[config.mk]
export PLATFORM = sky130hd
export DESIGN_NAME = piece_controller
export DESIGN_NICKNAME = d
export VERILOG_FILES = /design/src/rtl/piece_controller_pkg.sv /design/src/rtl/piece_controller_gen.sv /design/src/rtl/piece_controller.sv
export SDC_FILE = /design/constraint.sdc
export NUM_CORES = 1
export LEC_CHECK = 0
export CAP_MARGIN = 0
export CORE_AREA = 3 3 338 340
export DETAILED_ROUTE_END_ITERATION = 8
export DIE_AREA = 0 0 341 343
export GPL_ROUTABILITY_DRIVEN = 0
export PLACE_DENSITY_LB_ADDON = 0.12
export SYNTH_ARGS = -nofsm -noshare
export SYNTH_HDL_FRONTEND = slang
export SYNTH_SLANG_ARGS = --single-unit
[constraint.sdc]
create_clock -name clk -period 2.45 [get_ports clk]
set_clock_uncertainty 0.15 [all_clocks]
set_input_delay 0.6125 -clock clk [delete_from_list [all_inputs] [get_ports clk]]
set_output_delay 0.6125 -clock clk [all_outputs]
set_load 0.02 [all_outputs]
[src/rtl/piece_controller_pkg.sv]
// rtl/piece_controller_pkg.sv - shared encodings, state enum, field size and piece ROM
package piece_controller_pkg;

    localparam int FIELD_W     = 20;
    localparam int FIELD_H     = 20;
    localparam int FIELD_CELLS = FIELD_W * FIELD_H;

    localparam logic [7:0] LFSR_SEED = 8'hA5;

    // Bit positions inside the pending-request register
    localparam int PEND_RIGHT = 0;
    localparam int PEND_LEFT  = 1;
    localparam int PEND_ROT   = 2;
    localparam int PEND_DOWN  = 3;

    typedef enum logic [2:0] {
        OP_CHECK = 3'd0,
        OP_ROT   = 3'd1,
        OP_LEFT  = 3'd2,
        OP_RIGHT = 3'd3,
        OP_DOWN  = 3'd4
    } pred_op_t;

    typedef enum logic [2:0] {
        ST_READY = 3'd0,
        ST_SPAWN = 3'd1,
        ST_CHECK = 3'd2,
        ST_IDLE  = 3'd3,
        ST_EVAL  = 3'd4,
        ST_OVER  = 3'd5
    } state_t;

    // 4x4 masks, row-major, MSB is the top-left cell: I, O, T, S, Z, J, L
    function automatic logic [15:0] piece_rom(input logic [2:0] idx);
        case (idx)
            3'd0:    piece_rom = 16'h0F00;
            3'd1:    piece_rom = 16'h0660;
            3'd2:    piece_rom = 16'h0E40;
            3'd3:    piece_rom = 16'h06C0;
            3'd4:    piece_rom = 16'h0C60;
            3'd5:    piece_rom = 16'h08E0;
            3'd6:    piece_rom = 16'h02E0;
            default: piece_rom = 16'h0F00;
        endcase
    endfunction

endpackage

[src/rtl/piece_controller_gen.sv]
// rtl/piece_controller_gen.sv - free-running 8-bit Fibonacci LFSR piece selector
module piece_gen
    import piece_controller_pkg::*;
(
    input  logic       clk,
    input  logic       rst_n,
    output logic [2:0] idx      // ROM index 0..6
);

    logic [7:0] lfsr;
    logic       feedback;

    // Taps 8,6,5,4 counted from 1
    assign feedback = lfsr[7] ^ lfsr[5] ^ lfsr[4] ^ lfsr[3];

    always_ff @(posedge clk) begin
        if (!rst_n) begin
            lfsr <= LFSR_SEED;
        end else begin
            lfsr <= {lfsr[6:0], feedback};
        end
    end

    // Only seven pieces exist, so the eighth code folds onto the first
    assign idx = (lfsr[2:0] == 3'd7) ? 3'd0 : lfsr[2:0];

endmodule

[src/rtl/piece_controller.sv]
// rtl/piece_controller.sv - falling-block game controller driven by external predictors
module piece_controller
    import piece_controller_pkg::*;
#(
    parameter logic [4:0] SPAWN_X = 5'd8,
    parameter int         SCORE_W = 16
)(
    input  logic                     clk,
    input  logic                     rst_n,
    input  logic                     start,       // new game from READY/OVER
    input  logic                     btn_rot,
    input  logic                     btn_left,
    input  logic                     btn_right,
    input  logic                     btn_down,
    input  logic                     tick,        // gravity, same as btn_down
    output logic [0:FIELD_CELLS-1]   field,       // settled cells, y*20+x
    output logic [0:15]              block,       // active 4x4 block
    output logic [4:0]               block_x,
    output logic [4:0]               block_y,
    output logic [2:0]               pred_op,     // operation shown to predictors
    input  logic                     pred_ok,
    input  logic                     pred_touch,
    input  logic                     pred_score,
    input  logic [0:FIELD_CELLS-1]   pred_field,
    input  logic [0:15]              pred_block,
    output logic [SCORE_W-1:0]       score,
    output logic                     game_over,
    output logic                     busy
);

    state_t     state, state_d;
    pred_op_t   op_q, op_d;
    logic [3:0] pend, pend_d, serve, req;
    logic [2:0] piece_idx;
    logic       accept_req;
    logic       clear_game, load_piece, do_rot, do_left, do_right, do_down, do_lock;

    piece_gen u_piece_gen (
        .clk   (clk),
        .rst_n (rst_n),
        .idx   (piece_idx)
    );

    assign req        = {btn_down | tick, btn_rot, btn_left, btn_right};
    assign accept_req = (state != ST_READY) && (state != ST_OVER);
    // A fresh pulse re-arms a bit even in the cycle it is being served
    assign pend_d     = (pend & ~serve) | (accept_req ? req : 4'b0000);

    always_ff @(posedge clk) begin
        if (!rst_n) begin
            state <= ST_READY;
        end else begin
            state <= state_d;
        end
    end

    always_comb begin
        state_d    = state;
        op_d       = op_q;
        serve      = 4'b0000;
        pred_op    = OP_CHECK;
        clear_game = 1'b0;
        load_piece = 1'b0;
        do_rot     = 1'b0;
        do_left    = 1'b0;
        do_right   = 1'b0;
        do_down    = 1'b0;
        do_lock    = 1'b0;
        case (state)
            ST_READY, ST_OVER: begin
                if (start) begin
                    clear_game = 1'b1;
                    state_d    = ST_SPAWN;
                end
            end
            ST_SPAWN: begin
                load_piece = 1'b1;
                state_d    = ST_CHECK;
            end
            ST_CHECK: begin
                state_d = pred_ok ? ST_IDLE : ST_OVER;
            end
            ST_IDLE: begin
                if (pend[PEND_DOWN]) begin
                    op_d             = OP_DOWN;
                    serve[PEND_DOWN] = 1'b1;
                    state_d          = ST_EVAL;
                end else if (pend[PEND_ROT]) begin
                    op_d            = OP_ROT;
                    serve[PEND_ROT] = 1'b1;
                    state_d         = ST_EVAL;
                end else if (pend[PEND_LEFT]) begin
                    op_d             = OP_LEFT;
                    serve[PEND_LEFT] = 1'b1;
                    state_d          = ST_EVAL;
                end else if (pend[PEND_RIGHT]) begin
                    op_d              = OP_RIGHT;
                    serve[PEND_RIGHT] = 1'b1;
                    state_d           = ST_EVAL;
                end
            end
            ST_EVAL: begin
                pred_op = op_q;
                state_d = ST_IDLE;
                case (op_q)
                    OP_ROT:   do_rot   = pred_ok;
                    OP_LEFT:  do_left  = pred_ok;
                    OP_RIGHT: do_right = pred_ok;
                    OP_DOWN: begin
                        if (pred_touch) begin
                            do_lock = 1'b1;
                            state_d = ST_SPAWN;
                        end else begin
                            do_down = 1'b1;
                        end
                    end
                    default: ;
                endcase
            end
            default: state_d = ST_READY;
        endcase
    end

    always_ff @(posedge clk) begin
        if (!rst_n) begin
            field   <= '0;
            block   <= '0;
            block_x <= SPAWN_X;
            block_y <= 5'd0;
            score   <= '0;
            pend    <= 4'b0000;
            op_q    <= OP_CHECK;
        end else begin
            pend <= pend_d;
            op_q <= op_d;
            if (clear_game) begin
                field <= '0;
                score <= '0;
            end
            if (load_piece) begin
                block   <= piece_rom(piece_idx);
                block_x <= SPAWN_X;
                block_y <= 5'd0;
            end
            if (do_rot)   block   <= pred_block;
            if (do_left)  block_x <= block_x - 5'd1;
            if (do_right) block_x <= block_x + 5'd1;
            if (do_down)  block_y <= block_y + 5'd1;
            if (do_lock) begin
                field <= pred_field;
                if (pred_score && (score != '1)) begin
                    score <= score + SCORE_W'(1);
                end
            end
        end
    end

    assign game_over = (state == ST_OVER);
    assign busy      = (state != ST_IDLE) && (state != ST_READY);

endmodule

Word level (Yosys, flattened, before mapping)
Index checks and enable logic that the tools add are counted.
- $add $sub $neg: 4
- equality and inequality tests: 21
- mux-type cells: 52
- bitwise operators: 7
- reductions and logical operators: 13
- operator list (kind ; number):
    2-to-1 mux 400 bit ; 2
    2-to-1 mux 16 bit ; 5
    one-hot mux 12 bit (6 select lines) ; 1
    2-to-1 mux 3 bit ; 13
    2-to-1 mux 5 bit ; 5
    == test 3 bit (second input constant) ; 7
    2-to-1 mux 1 bit ; 20
    == test 3 x 2 -> 1 bit (second input constant) ; 6
    adder 16 x 1 -> 16 bit (second input constant) ; 1
    inequality test 16 bit (second input constant) ; 1
    one-hot mux 3 bit (5 select lines) ; 1
    adder 5 x 1 -> 5 bit (second input constant) ; 2
    == test 3 x 1 -> 1 bit (second input constant) ; 3
    2-to-1 mux 4 bit ; 2
    2-to-1 mux 2 bit ; 3
    nonzero test 2 bit ; 3
    nonzero test 3 bit ; 2
    inequality test 5 bit (second input constant) ; 1
    subtractor 5 x 1 -> 5 bit (second input constant) ; 1
    AND 4 bit ; 1
    inverter 4 bit ; 1
    bitwise OR 4 bit ; 1
    AND reduction 2 bit ; 2
    nonzero test 4 bit ; 1
    8 further kinds ; 12
- register bits after elaboration: 460
- bits of input ports: 427
- output and inout bits: 447
- word-level logic and storage cells: 106

Longest topological paths before layout
Gate-level depths: netlist of run 1.
- depth in word-level cells: 8
- gate-level depth with buffers: 8
- mapped depth without buffers: 7

By module
A second synthesis of run 1 with hierarchy kept.
- cell total of the unflattened synthesis: 1701
- area, all modules: 16728.5 µm²
- modules (own cells, without submodules) (module ; instances ; cells an instance ; area an instance (µm²) ; sequential area each (µm²)):
    piece_controller ; 1 ; 1679 ; 16472.0 ; 9048.7
    piece_gen ; 1 ; 22 ; 256.5 ; 160.2

Worst setup path after synthesis of run 1
No wires, ideal clock.
- path type: register to register
- start point: reg score[0]
- end point: reg score[11]
- setup time: 0.062 ns
- arrival time: 1.960 ns
- required time: 2.238 ns
- path slack: 0.278 ns
- stages on the path, launching flop included: 9
- buffers on the path: 2
- period minus slack after synthesis: 2.172 ns
- path through: dfxtp_1 -> ha_1 -> and4_1 -> and4bb_1 -> buf_2 -> or2_1 -> buf_2 -> or3_1 -> nand3_1
- longest elaborated chain between the ends: 4
- elaborated cells on any way between the ends: 5
- classes of those cells: add/sub (1); eq/ne (1); mux (2); reduce/logical (1)
- RTL lines (what ; line ; RTL):
    from (decl) ; piece_controller.sv:26 ; output logic [SCORE_W-1:0] score,
    from (signal assigned) ; piece_controller.sv:152 ; score <= score + SCORE_W'(1);
    parallel branches: the longest is 2 deep, another holds adder 16 x 1 -> 16 bit ; n/a ;
    2-to-1 mux 16 bit (*) ; piece_controller.sv:151 ; if (pred_score && (score != '1)) begin
    2-to-1 mux 16 bit (*) ; piece_controller.sv:149 ; if (do_lock) begin
Every way passes the cells marked *.
A chain may end at the register's enable or synchronous reset.

Worst setup path in the final report of run 1
- start point: reg state[1]
- end point: out pred_op[0]
- longest elaborated chain between the ends: 2
- RTL lines (what ; line ; RTL):
    from (decl) ; piece_controller.sv:31 ; state_t state, state_d;
    from (signal assigned) ; piece_controller.sv:53 ; state <= state_d;
    == test 3 bit ; piece_controller.sv:69 ; case (state)
    2-to-1 mux 3 bit ; piece_controller.sv:69 ;
    to (decl) ; piece_controller.sv:20 ; output logic [2:0] pred_op,
Every way passes these cells.

==> reports/qor.tcl, run 1 <==
set qor(floorplan.io_pins) 874
set qor(clockRootBuffer) {clkbuf_16}
set qor(floorplan.rows) 123
set qor(powerDensity_nw_per_um2) 603
set qor(antenna_found_initial) 9
set qor(data_arrival_at_the_endpoint_of_the_critical_path_ns) 1.66
set qor(area.growth.synth_to_final_pct) 76.3
set qor(crit_slowest_cell) {dfxtp_2}
set qor(postSynthCellCount) 2137
set qor(top_usage_layer) {met2}
set qor(hold_fails_final_rpt) 0
set qor(buffer_ports.inserted) 873
set qor(report.final.slew_viol_count) 0
set qor(total_leakage_power_nw) 11.8
set qor(place_hpwl_mm) 66.2
set qor(clk-insertion-delay-late_ns) 0.63
set qor(coreArea_sq_um) 112000
set qor(hold_path.class) {flip-flop to flip-flop}
set qor(cp_data_required_time_ns) 1.69
set qor(endpoint) {pred_op[0]}
set qor(placed_cells) 4437
set qor(avgRoutedWirePerCell_microns) 19.3
set qor(totalNegativeSetupSlack_ns) 0
set qor(setup.worst_path.start) {state[1]$_SDFFE_PN0P_}
set qor(number_of_buffers_created_by_cts) 61
set qor(outcome) {completed}
set qor(grt_util_met1) 0.151
set qor(cts-root-to-sink-buffers) 3
set qor(drt_first_iter_violations) 812
set qor(grt_max_degree) 92
set qor(layout.core_utilization) 0.273
set qor(initial_utilization) 0.155
set qor(max_clock_freq_mhz) 413
set qor(final_worst_path_period_share) 0.988
set qor(rsz0062_at_grt) {yes}
set qor(hold_path_depth) 1
set qor(post-route-drc-count) 0
set qor(synth-seq-cells) 460
set qor(r2r_end) {score[0]$_SDFF_PN0_}
set qor(critical_path.cell_chain) {nor3b_4, buf_4, and2_4, buf_6}
set qor(remaining_global_route_overflow) 0
set qor(synth_nets) 2568
set qor(layout_cells_sized_above_1) 0.0825
set qor(first_global_vias) 18769
set qor(timing.final.setup_violations) 0
set qor(crit_path_end_kind) {output pin}
set qor(die_h_microns) 343
set qor(final_antenna_net_count) 0
set qor(dr_total_vias) 18749
set qor(relSlewSlack) 0.682
set qor(cts.reportedPaths.clkPinSlew_ns) 0.06
set qor(globalRouteMet3Util) 0.0488
set qor(yosysUniqueCellTypes) 55
set qor(drt-total-wl_mm) 87.6
set qor(avgSynthCellArea_sq_um) 8.10
set qor(drv_cap) 0
set qor(final_net_count) 3433
set qor(synth-edff-count) 0
set qor(yosys_most_used_dff) {dfxtp_1}
set qor(period_minus_slack_ns) 2.42
set qor(vias_per_cell) 4.12
set qor(crit_type) {flip-flop to output pin}
set qor(worst_pin_slew_ns) 0.479
set qor(start_kind) {flip-flop}
set qor(r2r-start) {score[0]$_SDFF_PN0_}
set qor(synthesis.yosys.warnings) 0
set qor(gr-usage-met2) 0.258
set qor(drt-pass1-iter-count) 5
set qor(tritoncts) {done}
set qor(holdBufCountCts) 0
set qor(worstRegToRegCells) 7
set qor(ys_async_sr_fraction) 0
set qor(timing.reg2reg.setup_slack_ns) 0.26
set qor(n_fill_cell) 12085
set qor(critPathMaxFanout) 4
set qor(die-area_sq_um) 117000
set qor(syn-cell-area_sq_um) 17300
set qor(htreeDepth) 2
set qor(ir_drop_mv) 0.553
set qor(critical-path-max-stage-delay_ns) 0.34
set qor(die_span_x_microns) 341
set qor(gr-usage-all-layers) 0.140
set qor(ys_seq_area_frac) 0.532
set qor(grt_pass1_wl_mm) 126
set qor(numClockSinks) 460
set qor(finalNonFillerCells) 4550
-- where the power goes --
part,total [W],leakage (nW),internal (W),switching (W)
registers,0.00758,3.71,0.00753,0.0000443
logic,0.00179,7.13,0.000936,0.000850
clock network,0.00903,1.00,0.00548,0.00355
-- flip-flops by register name, summed over array words and instances, names as in the netlist, 4 cells and up --
| signal | cells |
|---|---|
| u_piece_gen.lfsr | 8 |
| block | 16 |
| score | 16 |
| block_y | 5 |
| block_x | 5 |
| pend | 4 |
| field | 400 |
-- repair_timing --
item	CTS	global route
cloned	0	0
setup buffers	2	0
pin swaps	1	0
setup endpoints to repair	183	56
gates resized for setup	212	56
-- routing by layer --
metal	vias to the layer above	part of all wire
met5	-	0.00041
met4	6	0.023
met3	104	0.082
met2	630	0.52
met1	8940	0.38
li1	9069	-
-- cell families after synthesis --
logic type | after synthesis | synth area share
buf+inv | 209 | 0.0480
xor+xnor | 8 | 0.00405
compound gates | 484 | 0.157
fa+ha+maj | 4 | 0.00289
simple gates | 970 | 0.255
mux | 2 | 0.00116
flops | 460 | 0.532
-- layout by cell type (no fill, tap or decap), types with 11 or more instances in the layout --
cell type,instances
nand3_1,430
clkbuf_16,63
a21oi_1,355
o21ai_0,19
nand2_1,438
buf_12,37
dlymetal6s2s_1,52
clkbuf_8,18
dfxtp_1,458
nor2_1,25
dlygate4sd2_1,177
a21boi_0,81
clkdlybuf4s50_1,637
buf_4,90
or3_1,11
-- worst max-delay path: cells and delay by family (launching register included) --
family | cells | cell delay, ns
simple gates | 2 | 0.40
flops | 1 | 0.34
buf+inv | 2 | 0.29
-- layout make-up --
class                           count  area, sq um  area share
Clock buffer                       88         1850      0.0606
Multi-Input combinational cell   1468         7300       0.239
Sequential cell                   460         9210       0.302
Tap cell                         1500         1880      0.0615
Timing Repair Buffer             1000        10100       0.329
Clock inverter                     16          168     0.00549
Antenna cell                        7         17.5    0.000574
Inverter                           11         48.8     0.00160
-- Yosys cell counts, types with 6 or more instances --
| library cell | count | share of area |
|---|---|---|
| a211oi_1 | 6 | 0.0026 |
| nor3_1 | 10 | 0.0029 |
| buf_2 | 37 | 0.011 |
| a21boi_0 | 81 | 0.035 |
| or3_1 | 11 | 0.0040 |
| nand3_1 | 430 | 0.12 |
| inv_1 | 10 | 0.0022 |
| clkbuf_1 | 123 | 0.027 |
| and2_1 | 9 | 0.0033 |
| buf_1 | 38 | 0.0082 |
| nand2_1 | 439 | 0.095 |
| o21ai_0 | 19 | 0.0055 |
| dfxtp_1 | 460 | 0.53 |
| a21oi_1 | 355 | 0.10 |
| nor2_1 | 25 | 0.0054 |
-- worst min-delay path by stage --
stage                     slack [ns]                      startpoint                        endpoint
after floorplan                 0.24  u_piece_gen.lfsr[6]$_SDFF_PN0_  u_piece_gen.lfsr[7]$_SDFF_PN1_
after global placement          0.25  u_piece_gen.lfsr[6]$_SDFF_PN0_  u_piece_gen.lfsr[7]$_SDFF_PN1_
after detailed placement        0.25  u_piece_gen.lfsr[6]$_SDFF_PN0_  u_piece_gen.lfsr[7]$_SDFF_PN1_
after CTS                       0.27  u_piece_gen.lfsr[6]$_SDFF_PN0_  u_piece_gen.lfsr[7]$_SDFF_PN1_
after global routing            0.28  u_piece_gen.lfsr[6]$_SDFF_PN0_  u_piece_gen.lfsr[7]$_SDFF_PN1_
final                           0.26  u_piece_gen.lfsr[6]$_SDFF_PN0_  u_piece_gen.lfsr[7]$_SDFF_PN1_
-- stage by stage --
step	power (W)	hold WS (ns)	setup WS (ns)	cell area, sq um
floorplan	0.00833	0.236	0.278	17300
global placement	0.00955	0.250	-0.244	28600
detailed placement	0.00954	0.254	-0.286	28600
CTS	0.0188	0.267	-0.0540	30400
global route	0.0192	0.284	-0.0826	30500
finish	0.0184	0.261	0.0300	30500
No activity file was read; power rests on OpenSTA's default activity.
==> run 2, diff against run 1 <==
Settings changed: SLEW_MARGIN set to 20.
Clock period 2.45 ns to 2.6 ns, I/O delays scaled along.
==> reports/qor.tcl, run 2 (synthesized netlist as in run 1, its figures left out) <==
set qor(outcome) {completed}
set qor(totalNegativeSetupSlack_ns) 0 ;# unchanged
set qor(drv_cap) 0 ;# unchanged
set qor(place_hpwl_mm) 66.0 ;# -0.35%
set qor(critical_path.cell_chain) {clkdlybuf4s50_1}
set qor(final_common_cell) {clkdlybuf4s50_1}
set qor(coreArea_sq_um) 112000 ;# unchanged
set qor(worst_path_dominant_cell_family) {buffers and inverters}
set qor(period_minus_slack_ns) 2.52
set qor(layout_top_registers) {field x400, block x16, score x16}
set qor(path_buf_inv) 1 ;# -1
set qor(globalRouteMet3Util) 0.0450 ;# -0.00377
set qor(drt-total-wl_mm) 87.1 ;# -0.61%
set qor(report.final.slew_viol_count) 0 ;# unchanged
set qor(antenna_found_initial) 12 ;# +3
set qor(relSlewSlack) 0.710 ;# +0.0275
set qor(critical-path-max-stage-delay_ns) 0.65 ;# +0.31 ns
set qor(initial_utilization) 0.155 ;# unchanged
set qor(cts-root-to-sink-buffers) 3 ;# unchanged
set qor(layout_cells_sized_above_1) 0.0751 ;# -0.00739
set qor(numClockSinks) 460 ;# unchanged
set qor(top_register) {field}
set qor(timing.hold.worst.start) {rst_n}
set qor(worstRegToRegCells) 6 ;# -1
set qor(holdBufCountCts) 0 ;# unchanged
set qor(power.total_w) 0.0172 ;# -6.3%
set qor(rsz0062_at_grt) {yes}
set qor(finalNonFillerCells) 4544 ;# -0.13%
set qor(drt_first_iter_violations) 771 ;# -5.0%
set qor(die_span_x_microns) 341 ;# unchanged
set qor(die_h_microns) 343 ;# unchanged
set qor(placed_cells) 4428 ;# -0.20%
set qor(clockRootBuffer) {clkbuf_16}
set qor(top_usage_layer) {met2}
set qor(crit_type) {flip-flop to output pin}
set qor(crit_slowest_cell) {clkdlybuf4s50_1}
set qor(grt_pass1_wl_mm) 127 ;# +0.50%
set qor(data_arrival_at_the_endpoint_of_the_critical_path_ns) 1.72 ;# +0.06 ns
set qor(max_clock_freq_mhz) 397
set qor(grt_util_met1) 0.156 ;# +0.00416
set qor(buffer_ports.inserted) 873 ;# unchanged
set qor(avgRoutedWirePerCell_microns) 19.2 ;# -0.48%
set qor(layout_common_cells) {clkdlybuf4s50_1, dfxtp_1, nand2_1}
set qor(crit_path_end_kind) {output pin}
set qor(number_of_buffers_created_by_cts) 60 ;# -1.6%
set qor(die-area_sq_um) 117000 ;# unchanged
set qor(floorplan.io_pins) 874 ;# unchanged
set qor(floorplan.rows) 123 ;# unchanged
set qor(vias_per_cell) 4.13 ;# +0.19%
set qor(r2r-start) {score[1]$_SDFF_PN0_}
set qor(ir_drop_mv) 0.490 ;# -11%
set qor(cts.reportedPaths.clkPinSlew_ns) 0.05 ;# about the same
set qor(timing.reg2reg.setup_slack_ns) 0.35 ;# +0.09 ns
set qor(remaining_global_route_overflow) 0 ;# unchanged
set qor(r2r_end) {score[2]$_SDFF_PN0_}
set qor(final_net_count) 3423 ;# -0.29%
set qor(grt_max_degree) 95 ;# +3.3%
set qor(hold_path.class) {primary input to flip-flop}
set qor(largest_register_ff_count) 400 ;# unchanged
set qor(timing.final.setup_violations) 0 ;# unchanged
set qor(dr_total_vias) 18760 ;# +0.059%
set qor(setup.worst_path.start) {field[106]$_SDFFE_PN0P_}
set qor(cp_data_required_time_ns) 1.80 ;# +0.11 ns
set qor(powerDensity_nw_per_um2) 566 ;# -6.0%
set qor(worst_pin_slew_ns) 0.431 ;# -0.0472 ns
set qor(critPathMaxFanout) 2 ;# -2
set qor(final_antenna_net_count) 0 ;# unchanged
set qor(final_worst_path_period_share) 0.969
set qor(total_leakage_power_nw) 10.1 ;# -15%
set qor(clk-insertion-delay-late_ns) 0.64 ;# about the same
set qor(whs_endpoint) {score[15]$_SDFF_PN0_}
set qor(gr-usage-met2) 0.258 ;# unchanged
set qor(gr-usage-all-layers) 0.141 ;# +0.000998
set qor(area.growth.synth_to_final_pct) 75.8
set qor(hold_fails_final_rpt) 0 ;# unchanged
set qor(htreeDepth) 2 ;# unchanged
set qor(start_kind) {flip-flop}
set qor(tritoncts) {done}
set qor(first_global_vias) 18996 ;# +1.2%
set qor(drt-pass1-iter-count) 5 ;# unchanged
set qor(hold_path_depth) 2 ;# +1
set qor(post-route-drc-count) 0 ;# unchanged
run 2: repair_timing:
action | 4_1_cts | 5_1_grt
buffers inserted | 1 | 1
pin swaps | 1 | 1
endpoints found under the setup margin | 32 | 8
resized for setup | 45 | 7
run 2: metrics by stage:
step           utilization  hold slack [ns]  instance area [sq um]  setup WS (ns)
3_3_place_gp         0.254            0.247                  28500         -0.150
5_1_grt              0.272            0.204                  30500        -0.0219
3_5_place_dp         0.254            0.251                  28500         -0.185
4_1_cts              0.272            0.179                  30400        0.00159
6_report             0.272            0.258                  30500         0.0804
2_1_floorplan            -            0.236                  17300          0.428
run 2: area by class of cell:
| class | count | area (sq um) |
|---|---|---|
| Multi-Input combinational cell | 1468 | 7300 |
| Sequential cell | 460 | 9210 |
| Tap cell | 1500 | 1880 |
| Timing Repair Buffer | 991 | 10000 |
| Fill cell | 12099 | 81400 |
| Antenna cell | 8 | 20.0 |
| Inverter | 11 | 48.8 |
| Clock inverter | 14 | 213 |
| Clock buffer | 92 | 1760 |
run 2: how the worst max path moves through the flow:
| stage | to | slack, ns | cells past startpoint |
|---|---|---|---|
| 3_5_place_dp | field[8]$_SDFFE_PN0P_ | -0.19 | 7 |
| 5_1_grt | pred_op[1] | -0.02 | 3 |
| 6_report | field[106] | 0.08 | 1 |
| 4_1_cts | field[106] | 0.002 | 1 |
| 2_1_floorplan | score[11]$_SDFF_PN0_ | 0.43 | 8 |
| 3_3_place_gp | field[353]$_SDFFE_PN0P_ | -0.15 | 7 |
run 2: metal layers:
metal  wire, microns  vias up
met5              46        -
met1           33000     8983
met2           45300      606
met4            2100        6
li1                -     9060
met3            6610      105
run 2: worst reg2reg max path, delay by kind of cell, from the launching register on:
| family | cells | cell delay [ns] |
|---|---|---|
| AOI/OAI and AO/OA | 3 | 0.68 |
| DFF | 1 | 0.45 |
| and+or+nand+nor | 2 | 0.62 |
| adders and majority gates | 1 | 0.27 |
run 2: where the power goes:
group	switching [W]	total, W	leakage [nW]	internal, W
registers	0.0000412	0.00714	3.71	0.00710
logic	0.000794	0.00167	5.41	0.000878
clock network	0.00332	0.00843	0.964	0.00511
total	0.00415	0.0172	10.1	0.0131
==> edit 1, RTL diff (config.mk and constraints of run 2) <==
Set the parameter `SPAWN_X` to 5'd6 (it was 5'd8).
--- a/src/rtl/piece_controller.sv
+++ b/src/rtl/piece_controller.sv
@@ -3,5 +3,5 @@
     import piece_controller_pkg::*;
 #(
-    parameter logic [4:0] SPAWN_X = 5'd8,
+    parameter logic [4:0] SPAWN_X = 5'd6,
     parameter int         SCORE_W = 16
 )(
Check against the original RTL: not equivalent (Yosys sat finds a counterexample within 4 cycles, from zero or initial values and one cycle with rst_n low).
==> edit 1 against run 2 <==
Wire length rose by 4.1%; clock power rose by 1%; area after synthesis rose by 0.32%; total power rose by 0.44%; final area fell by 0.18%; setup slack got worse by 15 ps; sequential cell count did not move; sequential share of layout area rose by 0.067 points.
==> edit 1: results (changes against run 2) <==
Synth area leaders: dfxtp_1 53%, a21oi_1 12%, nand3_1 12%
Setup crit start: field[305]
Placed cell count: 4430 (+0.045%)
Grt met2 use: 0.253 (-0.00528)
Reg2Reg Capture Point: score[11]
Routed wl met3: 8330 um (+26%)
Final Net Count: 3424 (+0.029%)
Fraction of area in multi-input gates: 0.237 (-0.00241)
Met2 wire len: 44500 um (-1.7%)
Hold path endpoint: u_piece_gen.lfsr[7]
DP Area: 28400 sq um (-0.15%)
First-pass GRT wire length: 129000 um (+1.8%)
GR met3 Demand/Resource: 0.0530 (+0.00797)
Reg2reg start: score[7]
Min-Delay Path Depth: 1 (-1)
Via density: 4.16 (+0.78%)
Status: finished, final reports clean
Pleak: 10.1 nW (-0.29%)
Pre-CTS setup slack: -127 ps (+57.9 ps)
Syn Nets: 2575 (+0.27%)
Non-clock inverter count: 19 (+8)
Metal-1 WL: 35500 um (+7.4%)
Largest net degree at the start of global routing: 54 (-43%)
Final HPWL DP: 69700 um (+5.6%)
Sequential fraction of the synthesis area: 0.530 (-0.00169)
Final non-clock buffer share: 0.329 (about the same)
First-iteration detailed-routing DRC count: 880 (+14%)
Hold Slack: 259 ps (+1.67 ps)
Final Non-Filler Cells: 4541 (-0.066%)
Fillers: 12200 (+0.64%)
edit 1: worst max-delay path by stage:
stage | end | cells past startpoint
floorplan | score[12] | 8
global placement | field[82] | 7
detailed placement | field[82] | 7
CTS | field[90] | 1
global route | pred_op[0] | 3
finish | field[305] | 1
edit 1: repair_timing:
item,CTS,global route
setup endpoints to repair,41,3
gates resized for setup,50,3
setup buffers,0,0
edit 1: cell families after synthesis:
kind of cell,count (synthesis),share of synthesized area
buffers and inverters,219,0.0560
and+or+nand+nor,959,0.255
muxes,5,0.00295
adders and majority gates,4,0.00288
xor gates and xnor gates,9,0.00454
AOI/OAI and AO/OA,488,0.149
DFF,460,0.530
edit 1: power by group:
part	switching (W)	leakage [nW]	total, W	internal (W)
clock	0.00329	0.981	0.00852	0.00523
sequential	0.0000468	3.71	0.00714	0.00710
combinational	0.000793	5.37	0.00165	0.000862
==> edit 2, RTL diff (config.mk and constraints of run 2) <==
Made on the original files. Reset style: asynchronous (`rst_n`), changed in 3 clocked blocks.
--- a/src/rtl/piece_controller_gen.sv
+++ b/src/rtl/piece_controller_gen.sv
@@ -14,5 +14,5 @@
     assign feedback = lfsr[7] ^ lfsr[5] ^ lfsr[4] ^ lfsr[3];
 
-    always_ff @(posedge clk) begin
+    always_ff @(posedge clk or negedge rst_n) begin
         if (!rst_n) begin
             lfsr <= LFSR_SEED;
--- a/src/rtl/piece_controller.sv
+++ b/src/rtl/piece_controller.sv
@@ -47,5 +47,5 @@
     assign pend_d     = (pend & ~serve) | (accept_req ? req : 4'b0000);
 
-    always_ff @(posedge clk) begin
+    always_ff @(posedge clk or negedge rst_n) begin
         if (!rst_n) begin
             state <= ST_READY;
@@ -122,5 +122,5 @@
     end
 
-    always_ff @(posedge clk) begin
+    always_ff @(posedge clk or negedge rst_n) begin
         if (!rst_n) begin
             field   <= '0;
Check against the original RTL: differs if rst_n is asserted again (counterexample within 4 cycles, from zero or initial values and one cycle with rst_n low); with rst_n held inactive, the same outputs for 4 cycles.
==> edit 2 against run 2 <==
Synthesized cell count shrank 3.9%; setup slack gained 9.6 ps; final area grew 5.2%; area after synthesis grew 7.8%; wire length grew 0.43%; sequential cell count is the same; non-clock buffer count is the same; highest routed layer unchanged.
Power is not compared: it rests on default switching activity, and its combinational part moved more than twofold at a synthesized area within 25%.
==> edit 2: results (changes against run 2) <==
Async SR Flop Fraction: 1.00 (+1.00)
Multiplexer share of the synthesized area: 0.00449 (+0.00334)
Via density: 4.00 (-3.0%)
Hold Slack: 210 ps (-47.4 ps)
Pre-CTS setup slack: 34.8 ps (+220 ps)
Ratio of cells with drive above 1 in the final layout: 0.0777 (+0.00257)
TritonCTS Buffers: 59 (-1.7%)
Hold_sp: u_piece_gen.lfsr[6]
Reg2Reg Depth: 11 (+5)
Reg2reg start: state[2]
XOR/XNOR share of the synthesized area: 0.00516 (+0.00112)
Compound-gate portion of the synthesized area: 0.0280 (-0.129)
Final HPWL DP: 66600 um (+0.91%)
Sequential fraction of the synthesis area: 0.617 (+0.0853)
Post-route setup slack: 90.1 ps (+9.64 ps)
Hold path endpoint: u_piece_gen.lfsr[7]
GR Layer Usage met1: 0.158 (+0.00261)
Reg2Reg Capture Point: block_x[2]
Final Net Count: 3386 (-1.1%)
First-iteration detailed-routing DRC count: 768 (-0.39%)
Global-route usage over all layers: 0.144 (+0.00224)
HP Class: flop to flop
Syn Nets: 2484 (-3.3%)
Worst-skew pair later-pin latency: 620 ps (-20 ps)
Setup crit start: field[270]
Status: finished, final reports clean
Met2 wire len: 45500 um (+0.36%)
Cell variety after synth: 58 (+5.5%)
Least-Margin Pin Slew: 544 ps (+112 ps)
Routed wl met3: 7410 um (+12%)
Grt met2 use: 0.252 (-0.00634)
Metal-1 WL: 32200 um (-2.5%)
Initial antenna violation count: 24 (+12)
First-pass GRT wire length: 127000 um (+0.52%)
Placed cell count: 4385 (-0.97%)
Avg Inst Size Synth: 9.09 sq um (+12%)
Fillers: 11800 (-2.1%)
Min-Delay Path Depth: 0 (-2)
GR met3 Demand/Resource: 0.0532 (+0.00819)
Max incr delay on CP: 720 ps (+70 ps)
Adder-Cell Fraction of Synth Area: 0.00268 (-0.000209)
Worst R2R Setup Slack: 210 ps (-140 ps)
Top cells by count, synth: 840 x nand2_1, 455 x dfrtp_1, 413 x nand3_1, 125 x clkbuf_1, 17 x o21ai_0
Vias in the first global route: 18800 (-0.88%)
WL final: 87500 um (+0.43%)
## edit 2: layout make-up
class,count,area (sq um),area share
repair buffers,991,10000,0.313
multi-input cells,1436,6560,0.205
diodes,17,42.5,0.00133
inverters,7,26.3,0.000820
clock buffers,83,1670,0.0520
well taps,1500,1880,0.0586
clock inverters,23,313,0.00976
flip-flops and latches,460,11500,0.359
## edit 2: timing repair
action                                 4_1_cts  5_1_grt
hold buffers                                 1        0
gates resized for setup                     49        2
pin swaps                                    1        1
setup buffers                                7        1
setup endpoints to repair                   30        3
endpoints found under the hold margin       26        0
## edit 2: per-stage QoR
| step | cell area, sq um | total power [W] | utilization |
|---|---|---|---|
| 5_1_grt | 32000 | 0.0258 | 0.286 |
| 2_1_floorplan | 18700 | 0.0119 | - |
| 6_report | 32000 | 0.0244 | 0.286 |
| 4_1_cts | 32000 | 0.0250 | 0.286 |
| 3_3_place_gp | 30000 | 0.0162 | 0.268 |
| 3_5_place_dp | 30000 | 0.0162 | 0.268 |
